### src/rtl/fifo_pkg.sv
// Shared FIFO definitions: read-request FSM type, latency bound, default word width.
package fifo_pkg;

   localparam int FIFO_DATA_WIDTH = 8;
   localparam int RD_LAT_MAX      = 3;

   typedef enum logic [0:0] {
      RQ_IDLE = 1'b0,
      RQ_PEND = 1'b1
   } rd_req_t;

endpackage

### src/rtl/fifo_skid_buf.sv
// Output buffer of the FIFO read stage: circular store, valid/ready handshake and
// sticky overflow detection for captures that find no free slot.
module fifo_skid_buf
   import fifo_pkg::*;
#(
   parameter int DATA_WIDTH = FIFO_DATA_WIDTH,
   parameter int BUF_DEPTH  = 2
) (
   input  logic                       clk,
   input  logic                       rst_n,
   input  logic                       push,
   input  logic [DATA_WIDTH-1:0]      wdata,
   input  logic                       m_ready,
   output logic                       m_valid,
   output logic [DATA_WIDTH-1:0]      m_data,
   output logic [$clog2(BUF_DEPTH):0] occupancy,
   output logic                       err_ovf
);

   localparam int PTR_W = $clog2(BUF_DEPTH);
   localparam int OCC_W = PTR_W + 1;

   logic [DATA_WIDTH-1:0] mem_q [BUF_DEPTH];
   logic [DATA_WIDTH-1:0] mem_d [BUF_DEPTH];
   logic [PTR_W-1:0]      wr_ptr_q, wr_ptr_d;
   logic [PTR_W-1:0]      rd_ptr_q, rd_ptr_d;
   logic [OCC_W-1:0]      occ_q, occ_d;
   logic                  err_q, err_d;
   logic                  full, pop, wr, ovf;

   assign full = (occ_q == OCC_W'(BUF_DEPTH));
   assign pop  = m_valid & m_ready;
   // A full buffer still accepts a capture when the head leaves on the same edge.
   assign wr   = push & (~full | pop);
   assign ovf  = push & full & ~pop;

   always_comb begin
      mem_d    = mem_q;
      wr_ptr_d = wr_ptr_q;
      rd_ptr_d = rd_ptr_q;
      occ_d    = occ_q;
      err_d    = err_q | ovf;
      if (wr) begin
         mem_d[wr_ptr_q] = wdata;
         wr_ptr_d        = wr_ptr_q + PTR_W'(1);
      end
      if (pop) begin
         rd_ptr_d = rd_ptr_q + PTR_W'(1);
      end
      case ({wr, pop})
         2'b10:   occ_d = occ_q + OCC_W'(1);
         2'b01:   occ_d = occ_q - OCC_W'(1);
         default: occ_d = occ_q;
      endcase
   end

   always_ff @(posedge clk or negedge rst_n) begin
      if (!rst_n) begin
         for (int unsigned i = 0; i < BUF_DEPTH; i++) begin
            mem_q[i] <= '0;
         end
         wr_ptr_q <= '0;
         rd_ptr_q <= '0;
         occ_q    <= '0;
         err_q    <= 1'b0;
      end else begin
         mem_q    <= mem_d;
         wr_ptr_q <= wr_ptr_d;
         rd_ptr_q <= rd_ptr_d;
         occ_q    <= occ_d;
         err_q    <= err_d;
      end
   end

   assign m_valid   = (occ_q != '0);
   assign m_data    = mem_q[rd_ptr_q];
   assign occupancy = occ_q;
   assign err_ovf   = err_q;

endmodule

### src/rtl/fifo_rd_stage.sv
// FIFO read-side stage: credit-limited read requests, RD_LAT capture pipe, stream output.
// Define FIFO_RD_STAGE_STATS_EN to add the saturating stall_cnt output.
module fifo_rd_stage
   import fifo_pkg::*;
#(
   parameter int DATA_WIDTH = FIFO_DATA_WIDTH,
   parameter int RD_LAT     = 1,
   parameter int BUF_DEPTH  = 2
) (
   input  logic                       clk,
   input  logic                       rst_n,
   input  logic                       fifo_empty,
   input  logic                       ram_en,
   input  logic                       ram_write_en,
   input  logic [DATA_WIDTH-1:0]      ram_rdata,
   output logic                       r_bit,
   output logic                       m_valid,
   output logic [DATA_WIDTH-1:0]      m_data,
   input  logic                       m_ready,
   output logic [$clog2(BUF_DEPTH):0] occupancy,
   output logic                       err_ovf
`ifdef FIFO_RD_STAGE_STATS_EN
   ,
   output logic [15:0]                stall_cnt
`endif
);

   localparam int CNT_W = $clog2(BUF_DEPTH + RD_LAT_MAX + 2) + 1;

   rd_req_t           state_q, state_d;
   logic [RD_LAT-1:0] pipe_q, pipe_d;
   logic [CNT_W-1:0]  inflight;
   logic              rd_issue, capture, credit_ok;

   assign rd_issue = ram_en & ~ram_write_en;
   assign capture  = pipe_q[RD_LAT-1];

   always_comb begin
      pipe_d    = pipe_q;
      pipe_d[0] = rd_issue;
      for (int unsigned i = 1; i < RD_LAT; i++) begin
         pipe_d[i] = pipe_q[i-1];
      end
   end

   // A pending request already owns a slot, so it counts before its read happens.
   always_comb begin
      inflight = (state_q == RQ_PEND) ? CNT_W'(1) : '0;
      for (int unsigned i = 0; i < RD_LAT; i++) begin
         inflight = inflight + CNT_W'(pipe_q[i]);
      end
   end

   assign credit_ok = (CNT_W'(occupancy) + inflight) < CNT_W'(BUF_DEPTH);

   always_comb begin
      state_d = state_q;
      case (state_q)
         RQ_IDLE: if (!fifo_empty && credit_ok) state_d = RQ_PEND;
         RQ_PEND: if (rd_issue)                 state_d = RQ_IDLE;
         default: state_d = RQ_IDLE;
      endcase
   end

   always_ff @(posedge clk or negedge rst_n) begin
      if (!rst_n) begin
         state_q <= RQ_IDLE;
         pipe_q  <= '0;
      end else begin
         state_q <= state_d;
         pipe_q  <= pipe_d;
      end
   end

   assign r_bit = (state_q == RQ_PEND);

   fifo_skid_buf #(
      .DATA_WIDTH (DATA_WIDTH),
      .BUF_DEPTH  (BUF_DEPTH)
   ) u_buf (
      .clk       (clk),
      .rst_n     (rst_n),
      .push      (capture),
      .wdata     (ram_rdata),
      .m_ready   (m_ready),
      .m_valid   (m_valid),
      .m_data    (m_data),
      .occupancy (occupancy),
      .err_ovf   (err_ovf)
   );

`ifdef FIFO_RD_STAGE_STATS_EN
   logic [15:0] stall_q, stall_d;

   always_comb begin
      stall_d = stall_q;
      if (m_valid && !m_ready && (stall_q != '1)) stall_d = stall_q + 16'd1;
   end

   always_ff @(posedge clk or negedge rst_n) begin
      if (!rst_n) stall_q <= '0;
      else        stall_q <= stall_d;
   end

   assign stall_cnt = stall_q;
`endif

endmodule
### config.mk
export PLATFORM = sky130hd
export DESIGN_NAME = fifo_rd_stage
export DESIGN_NICKNAME = d
export VERILOG_FILES = /design/src/rtl/fifo_pkg.sv /design/src/rtl/fifo_skid_buf.sv /design/src/rtl/fifo_rd_stage.sv
export SDC_FILE = /design/constraint.sdc
export NUM_CORES = 1
export LEC_CHECK = 0
export BUFFER_PORTS_ARGS = -buffer_cell sky130_fd_sc_hd__buf_2
export CAP_MARGIN = 20
export CORE_ASPECT_RATIO = 0.7
export CORE_MARGIN = 2
export CORE_UTILIZATION = 30
export CTS_CLUSTER_DIAMETER = 60
export DETAILED_ROUTE_END_ITERATION = 8
export PLACE_DENSITY = 0.62
export REMOVE_ABC_BUFFERS = 1
export SYNTH_ARGS = -nofsm -noshare
export SYNTH_HDL_FRONTEND = slang
export SYNTH_SLANG_ARGS = --single-unit
### constraint.sdc
create_clock -name clk -period 1.4 [get_ports clk]
set_input_delay 0.07 -clock clk [delete_from_list [all_inputs] [get_ports clk]]
set_output_delay 0.07 -clock clk [all_outputs]
set_load 0.02 [all_outputs]
* Yosys cells after proc, flatten, opt, wreduce, memory -nomap -nowiden
Cells that the tools add are included.
** Operators by class
- Add/subtract/negate cells :: 6
- Bitwise logic cells :: 13
- Multipliers :: 0
- Reduce and logical (&&, ||, !) cells :: 5
- Multiplexer cells :: 11
- Shift operators :: 0
- Divide/modulo/power cells :: 0
- $lt $le $gt $ge :: 4
- Eq/ne operators :: 3
** Operators by type and width (number)
- $mux W8 :: 4
- $bwmux W16 :: 1
- $demux W8 S1 :: 1
- $and A1 B1 Y1 :: 5
- $eq A2 B2 Y1 const B :: 2
- $ge A2 B2 Y1 const B :: 2
- $not A1 Y1 :: 4
- $not A1 Y2 :: 2
- $pmux W2 S2 :: 1
- $reduce_bool A2 Y1 :: 2
- $add A2 B2 Y3 :: 1
- $lt A3 B2 Y1 const B :: 1
- $mux W1 :: 3
- $add A1 B1 Y1 const B :: 2
- $add A1 B1 Y2 :: 1
- $add A2 B1 Y2 const B :: 1
- $eq A2 B1 Y1 const B :: 1
- $logic_and A1 B1 Y1 :: 2
- $lt A2 B1 Y1 const B :: 1
- $or A1 B1 Y1 :: 2
- $pmux W1 S2 :: 1
- $sub A2 B1 Y2 const B :: 1
- $logic_not A1 Y1 :: 1
** Storage, ports and cells
- Bits in writable memories :: 0
- Latch bits :: 0
- Memories :: 0
- Flip-flop bits (word level) :: 23
- Bits of input ports :: 14
- Bits in read-only memories :: 0

* Depth between registers and ports, before layout
Gate-level depths: netlist of the first run.
- Depth after elaboration :: 7
- Gate-level depth with buffers :: 6
- Mapped depth without buffers :: 6

* Hierarchy
Synthesis of the first run repeated with hierarchy kept, for this count alone.
** Unflattened totals
- Cells, all modules :: 74
- Area, all modules :: 1039.7 um2
** Modules (own cells, without submodules)
- fifo_skid_buf :: seq. area each 525.5 um2, instances 1, area each 949.7 um2, cells each 68
- fifo_rd_stage :: seq. area each 50.0 um2, instances 1, area each 90.1 um2, cells each 6

* Least setup slack after synthesis of the first run
Ideal clock, no wire load.
- Path kind :: register -> register
- From :: register u_buf.occ_q[0] (netlist: u_buf.occupancy[0])
- To :: register u_buf.occ_q[1] (netlist: u_buf.occupancy[1])
- Arrival :: 1.664 ns
- Clock period less this slack :: 1.744 ns
- Buffers on the path :: 0
- Stages on the path, launching flop included :: 6
- Slack :: -0.344 ns
- Setup time :: 0.080 ns
- Path through :: dfrtp_1 > or2_2 > and2_1 > ha_1 > nor2_1 > xor2_1
** On the way
- Longest elaborated chain between the ends :: 6
** Ends and longest elaborated chain
- from (decl) :: line fifo_skid_buf.sv:27 : logic [OCC_W-1:0] occ_q, occ_d;
- from (signal assigned) :: line fifo_skid_buf.sv:64 : occ_q <= '0;
- from (signal assigned) :: line fifo_skid_buf.sv:70 : occ_q <= occ_d;
- $reduce_bool A2 Y1 (*) :: line fifo_skid_buf.sv:75 : assign m_valid = (occ_q != '0);
- named net m_valid :: line fifo_rd_stage.sv:17 : output logic m_valid,
- $and A1 B1 Y1 (*) :: line fifo_skid_buf.sv:32 : assign pop = m_valid & m_ready;
- named net u_buf.pop :: line fifo_skid_buf.sv:29 : logic full, pop, wr, ovf;
- $or A1 B1 Y1 :: line fifo_skid_buf.sv:34 : assign wr = push & (~full | pop);
- $and A1 B1 Y1 :: line fifo_skid_buf.sv:34
- $eq A2 B1 Y1 or $eq A2 B2 Y1 (tied branches) :: line fifo_skid_buf.sv:50 : case ({wr, pop})
- $pmux W2 S2 or $reduce_bool A2 Y1 (tied branches)
Mark *: on every way through the listed nets, which the timed path passes. The rest lies on a longest branch.
A chain may end at the register's enable or synchronous reset.

* Worst setup path in the final report of the first run
- From :: register u_buf.occ_q[1] (netlist: u_buf.occupancy[1])
- To :: register u_buf.mem_q[11] (netlist bit)
** On the way
- Longest elaborated chain between the ends :: 4
** Ends and longest elaborated chain
- $reduce_bool A2 Y1 or $eq A2 B2 Y1 (tied branches) :: line fifo_skid_buf.sv:75, fifo_skid_buf.sv:31
- $and A1 B1 Y1 or $not A1 Y1 (tied branches) :: line fifo_skid_buf.sv:32, fifo_skid_buf.sv:34
- $or A1 B1 Y1 (*) :: line fifo_skid_buf.sv:34
- $and A1 B1 Y1 (*) :: line fifo_skid_buf.sv:34
- to (signal assigned) :: line fifo_skid_buf.sv:67 : mem_q <= mem_d;
- to (decl) :: line fifo_skid_buf.sv:23 : logic [DATA_WIDTH-1:0] mem_q [BUF_DEPTH];
Every way passes the cells marked *; elsewhere a longest branch is shown, timed or not.

==> reports/results.ini, run 1 <==
[placed_design]
hpwl_um = 1491
gp_congestion = 0.7612
postPlaceCellArea_sq_um = 1254
portBuffers = 26
dp.cells = 147
dp_slack_ns = -0.2604

[grt]
grt-ovfl-total = 0
grt_pass1_vias = 720
antenna_found_initial = 0
grt_max_degree = 24
track_usage = 0.1190
grt_pass1_wl_um = 3367

[worst_setup_path]
endpoint_kind = flop
critPathKind = reg -> reg
worstPathArrival_ns = 1.71
cp-startpoint = u_buf.occupancy[1]
worstPathRequired_ns = 1.55
regToRegStartpoint = u_buf.occupancy[1]
critPathMaxFanout = 4
startpoint_type = flop

[yosys]
synth_warnings = 0
synth.area.top_cells = dfrtp_1 56%, mux2_2 26%, nor3b_4 3.7%
async_flop_share = 1.000
syn-mean-instance-area_sq_um = 14.83
synth_most_common_cell = mux2_2
synthFlopType = dfrtp_1
synth_cells = 69
synth_edf_count = 0
syn-cell-area_sq_um = 1023
ys_seq_area_frac = 0.5623
synth_area_leader_cell = dfrtp_1
synthTopCellsByCount = 24 x mux2_2, 23 x dfrtp_1, 3 x xnor2_1
netlist.area_leader.share = 0.5623
synth_cell_types = 18
ys_ff_latch = 23

[final_layout]
fillers = 295
antennaDiodeCount = 0
final_area_sq_um = 1496
syn_to_final_growth_pct = 46.21
fin_nets = 131
post-route-util = 0.4659
drive_above_1_share = 0.7105
stdcell_count = 161

[sta]
timing.final.crit_share = 1.118
worst_pin_slew_ns = 0.5092
setup_viol = 18
finalHoldViolations = 0
finClkSkew_ns = 0.002557
rsz0062_at_grt = yes
finalWorstSetupSlack_ns = -0.1653
period_needed_ns = 1.565
drv_slew = 0
slew_headroom = 0.6606
fmax_mhz = 638.9

[min_path]
min_from = ram_rdata[4]
hold_path.class = in -> reg

[die]
ioPinCount = 27
coreArea_sq_um = 3212
die_y_um = 52.87
die_w_um = 73.81
row_count = 17
start_util = 0.3187
dieArea_sq_um = 3902

[run_status]
violations = negative setup slack
status = finished, violations left

[clock_network]
worstSkewPairLatency_ns = 0.26
cts_max_level = 1
clockBufferDepth = 2
cts_root_buf = clkbuf_8
cts_buffers = 3
cts_tree = built
clk_pin_slew_worst_paths_ns = 0.08
cts_sinks = 23

[route]
wire_per_inst_um = 14.68
num_vias = 717
routed_wl_um = 2364
drtAntennaViolNets = 0
viasPerCell = 4.453
drt_iter0_markers = 9
remaining_drc_errors = 0
first_pass_iters = 4

[power]
p_leak_nw = 0.6783
p_per_area_nw_per_um2 = 2426
ir_drop_v = 0.001171

[run]
cap_viol_max_count = 0

[worst max-delay path: stages (launching register included)]
cell,delay (ns)
dfrtp_1,0.42
nor3b_4,0.18
buf_4,0.14
nor3b_4,0.24
buf_6,0.17
mux2_4,0.29
[timing repair]
| action | 4_1_cts | 5_1_grt |
|---|---|---|
| buffers inserted | 0 | 8 |
| endpoints found under the setup margin | 21 | 27 |
| hold buffers | 2 | 0 |
| resized for setup | 13 | 14 |
| pin swaps | 2 | 4 |
| endpoints found under the hold margin | 24 | 0 |
[flip-flops by register name (all words and copies together) (netlist names)]
register         cells
capture              1
r_bit                1
u_buf.err_ovf        1
u_buf.mem_q         16
u_buf.occupancy      2
u_buf.rd_ptr_q       1
u_buf.wr_ptr_q       1
[placed cells by master, fill, tap and decap left out, drive strengths merged]
master and count:
nor3b 2, or2 1, dlygate4sd3 2, nor2 2
clkbuf 4, nand2 2, buf 40, xor2 2
inv 1, mux2 24, dfrtp 23, o21ai 1
nor2b 1, xnor2 3, nand2b 1, a2111oi 1
ha 2, a21o 1, and2 1
[final cells by class]
cell class | count | area (sq um) | area share
Multi-Input combinational cell | 44 | 544.3 | 0.3637
Clock buffer | 4 | 45.04 | 0.03010
Timing Repair Buffer | 42 | 266.5 | 0.1781
Inverter | 1 | 3.754 | 0.002508
Sequential cell | 23 | 578.1 | 0.3863
Tap cell | 47 | 58.81 | 0.03930
[cells by family after synthesis]
kind of cell / synth area share
compound gates: 0.02078
xor+xnor: 0.04280
fa+ha+maj: 0.02445
buf+inv: 0.007328
flops: 0.5623
mux: 0.2641
simple gates: 0.07826
[path summary, 6_finish.rpt]
check	endpoint	slack, ns	depth (start not counted)
worst min register to register	u_buf.err_ovf	0.47	1
worst min-delay path	u_buf.mem_q[12]	0.05	2
worst max-delay path	u_buf.mem_q[11]	-0.17	5
worst max register to register	u_buf.mem_q[11]	-0.17	5
min in group asynchronous	capture	0.31	2
max in group asynchronous	u_buf.rd_ptr_q	0.72	2
[routing by layer]
layer | vias up | share of wire | global-route usage
met2 | 16 | 0.52 | 0.2128
met4 | 0 | 0 | 0.03636
met5 | - | 0 | 0
met3 | 0 | 0.036 | 0.04000
li1 | 332 | - | -
met1 | 369 | 0.44 | 0.1348
[through the flow]
step	power, mW	TNS [ns]	hold WS [ns]
after global placement	2.655	-0.6733	0.06465
after CTS	3.351	-1.349	0.04324
after global routing	3.829	-3.408	0.04296
after detailed placement	2.732	-1.315	0.07726
after floorplan	2.218	-1.805	-0.2256
final	3.630	-2.340	0.05267
[where the power goes]
group | switching, mW | leakage (nW) | internal [mW]
logic | 0.907 | 0.387 | 1.10
registers | 0.230 | 0.268 | 1.00
clock network | 0.196 | 0.0228 | 0.203
total | 1.33 | 0.678 | 2.30
Power figures use the tool's default switching activity.
==> run 2: changes to the inputs <==
--- a/config.mk
+++ b/config.mk
@@ -16,4 +16,5 @@
 export REMOVE_ABC_BUFFERS = 1
 export SYNTH_ARGS = -nofsm -noshare
 export SYNTH_HDL_FRONTEND = slang
+export SYNTH_HIERARCHICAL = 1
 export SYNTH_SLANG_ARGS = --single-unit
==> constraint.sdc (replaced) <==
create_clock -name clk -period 1.4 [get_ports clk]
set_input_delay 0.28 -clock clk [delete_from_list [all_inputs] [get_ports clk]]
set_output_delay 0.28 -clock clk [all_outputs]
set_load 0.02 [all_outputs]
==> run 2 against run 1 <==
  * The flow finishes with violations (negative hold slack, negative setup slack)
  * Setup slack better by 0.024 ns
  * Register-to-register slack better by 0.18 ns
  * Wire length decreased by 8.1%
  * Largest power group unchanged
  * Sequential power fell by 7%
  * Sequential share of layout area is 1.2 points higher
  * Highest routed layer is now met4
  * Combinational power shrank 11%
  * Synthesized area increased by 1.6%
  * Final cell count is the same
  * Fmax up 1.5%
  * Clock power increased by 1%
  * Hold slack worse by 0.062 ns
  * Clock skew rose by 0.00052 ns
==> reports/results.ini, run 2 <==
[final_layout]
largest_register_ffs = 16
fin_nets = 130
stdcell_count = 161
final_cell_mix = 21 x dfrtp_1, 20 x mux2_2, 17 x buf_2
antennaDiodeCount = 0
syn_to_final_growth_pct = 39.71
post-route-util = 0.4493
drive_above_1_share = 0.6228
final_area_sq_um = 1453
layout_commonest_cell = dfrtp_1
regMostFlops = u_buf/mem_q

[grt]
grt_pass1_wl_um = 3512
grt_max_degree = 24
grt-ovfl-total = 0
grt_pass1_vias = 751
antenna_found_initial = 0
track_usage = 0.1214

[yosys]
synth_warnings = 6
ys_seq_area_frac = 0.5535
syn-mean-instance-area_sq_um = 14.05
synth_most_common_cell = mux2_2
synth_edf_count = 0
synth_cells = 74
synthFlopType = dfrtp_1
netlist.area_leader.share = 0.5535
syn-cell-area_sq_um = 1040
synth_area_leader_cell = dfrtp_1
synthTopCellsByCount = 24 x mux2_2, 23 x dfrtp_1, 3 x nand2_1, 3 x nand2b_1
ys_ff_latch = 23
synth.area.top_cells = dfrtp_1 55%, mux2_2 26%, mux2i_1 1.9%
synth_cell_types = 21
async_flop_share = 1.000

[run_status]
violations = negative hold slack, negative setup slack
status = finished, violations left

[placed_design]
dp_slack_ns = -0.07125
portBuffers = 26
dp.cells = 151
gp_congestion = 0.7101
postPlaceCellArea_sq_um = 1262
hpwl_um = 1519

[clock_network]
cts_buffers = 3
cts_tree = built
cts_max_level = 1
clk_pin_slew_worst_paths_ns = 0.08
clockBufferDepth = 2
cts_sinks = 23
cts.hold.buffers_added = 0
cts_root_buf = clkbuf_8
worstSkewPairLatency_ns = 0.26

[worst_setup_path]
startpoint_type = flop
r2r_cells = 4
worstPathArrival_ns = 1.26
worstPathRequired_ns = 1.12
endpoint_kind = primary output
critPathMaxFanout = 5
r2r_slack_ns = 0.01
critPathKind = reg -> out

[run]
cap_viol_max_count = 0

[route]
drtAntennaViolNets = 0
wire_per_inst_um = 13.50
remaining_drc_errors = 0
routed_wl_um = 2173
num_vias = 720
drt_iter0_markers = 28
first_pass_iters = 4
viasPerCell = 4.472

[power]
p_per_area_nw_per_um2 = 2287
ir_drop_v = 0.0009000
totalPowerFinal_mw = 3.322
p_leak_nw = 0.6618

[die]
dieArea_sq_um = 3960
row_count = 17
die_w_um = 74.37
die_y_um = 53.26
ioPinCount = 27
coreArea_sq_um = 3233
start_util = 0.3216

[sta]
slew_headroom = 0.6489
finalHoldWorstSlack_ns = -0.009769
finalWorstSetupSlack_ns = -0.1415
period_needed_ns = 1.541
worst_pin_slew_ns = 0.5266
drv_slew = 0
finalHoldViolations = 23
timing.final.crit_share = 1.101
finClkSkew_ns = 0.003078
fmax_mhz = 648.7
setup_viol = 9
rsz0062_at_grt = yes
tns_ns = -1.062

[min_path]
hold_path.class = in -> async

[run 2: changes by cell type in the layout (fill, tap and decap cells not counted), sizes merged, moves of 2 or more]
cell / previous run / this run
xor2: 2 / 0
dlygate4sd3: 2 / 0
mux2i: 0 / 2
buf: 40 / 37
xnor2: 3 / 1
a21oi: 0 / 2
nand2b: 1 / 3
[run 2: per-layer routing]
| metal | routed length, um | share of wire | GRT usage |
|---|---|---|---|
| met1 | 1014 | 0.47 | 0.1479 |
| met2 | 1038 | 0.48 | 0.2021 |
| met3 | 104 | 0.048 | 0.04762 |
| met4 | 16 | 0.0074 | 0.02976 |
| met5 | 0 | 0 | 0 |
[run 2: critical path, stage by stage (launching register included)]
cell,delay [ns]
dfrtp_2,0.42
buf_6,0.14
mux2_4,0.30
buf_6,0.13
[run 2: layout make-up]
| class | count | area (sq um) |
|---|---|---|
| inverter | 2 | 7.507 |
| multi-input combinational | 48 | 475.5 |
| clock buffer | 4 | 45.04 |
| tap | 47 | 58.81 |
| timing repair buffer | 37 | 287.8 |
| fill | 319 | 1780 |
| sequential | 23 | 578.1 |
[run 2: logic make-up after synthesis]
logic type,after synthesis,share of synthesized area
AOI/OAI and AO/OA,6,0.04091
and+or+nand+nor,14,0.09507
buffers and inverters,3,0.01083
adders and majority gates,1,0.01203
xor gates and xnor gates,1,0.008425
DFF,23,0.5535
muxes,26,0.2792
[run 2: report_power, final]
| part | internal, mW | switching [mW] |
|---|---|---|
| registers | 0.960 | 0.179 |
| logic | 1.01 | 0.772 |
| clock network | 0.203 | 0.201 |
[run 2: repair_timing]
action | in CTS | in global routing
buffers inserted | 5 | 3
gates resized for setup | 27 | 5
endpoints found under the setup margin | 25 | 17
pin swaps | 3 | 2
[run 2: worst paths after layout]
path,start,endpoint
worst max-delay path,u_buf/rd_ptr_q,m_data[7]
worst min-delay path,rst_n,u_buf/mem_q[8]
worst max register to register,u_buf/occupancy[0],u_buf/mem_q[8]
worst min register to register,u_buf/err_ovf,u_buf/err_ovf
max in group asynchronous,rst_n,u_buf/occupancy[0]
min in group clk,ram_write_en,capture
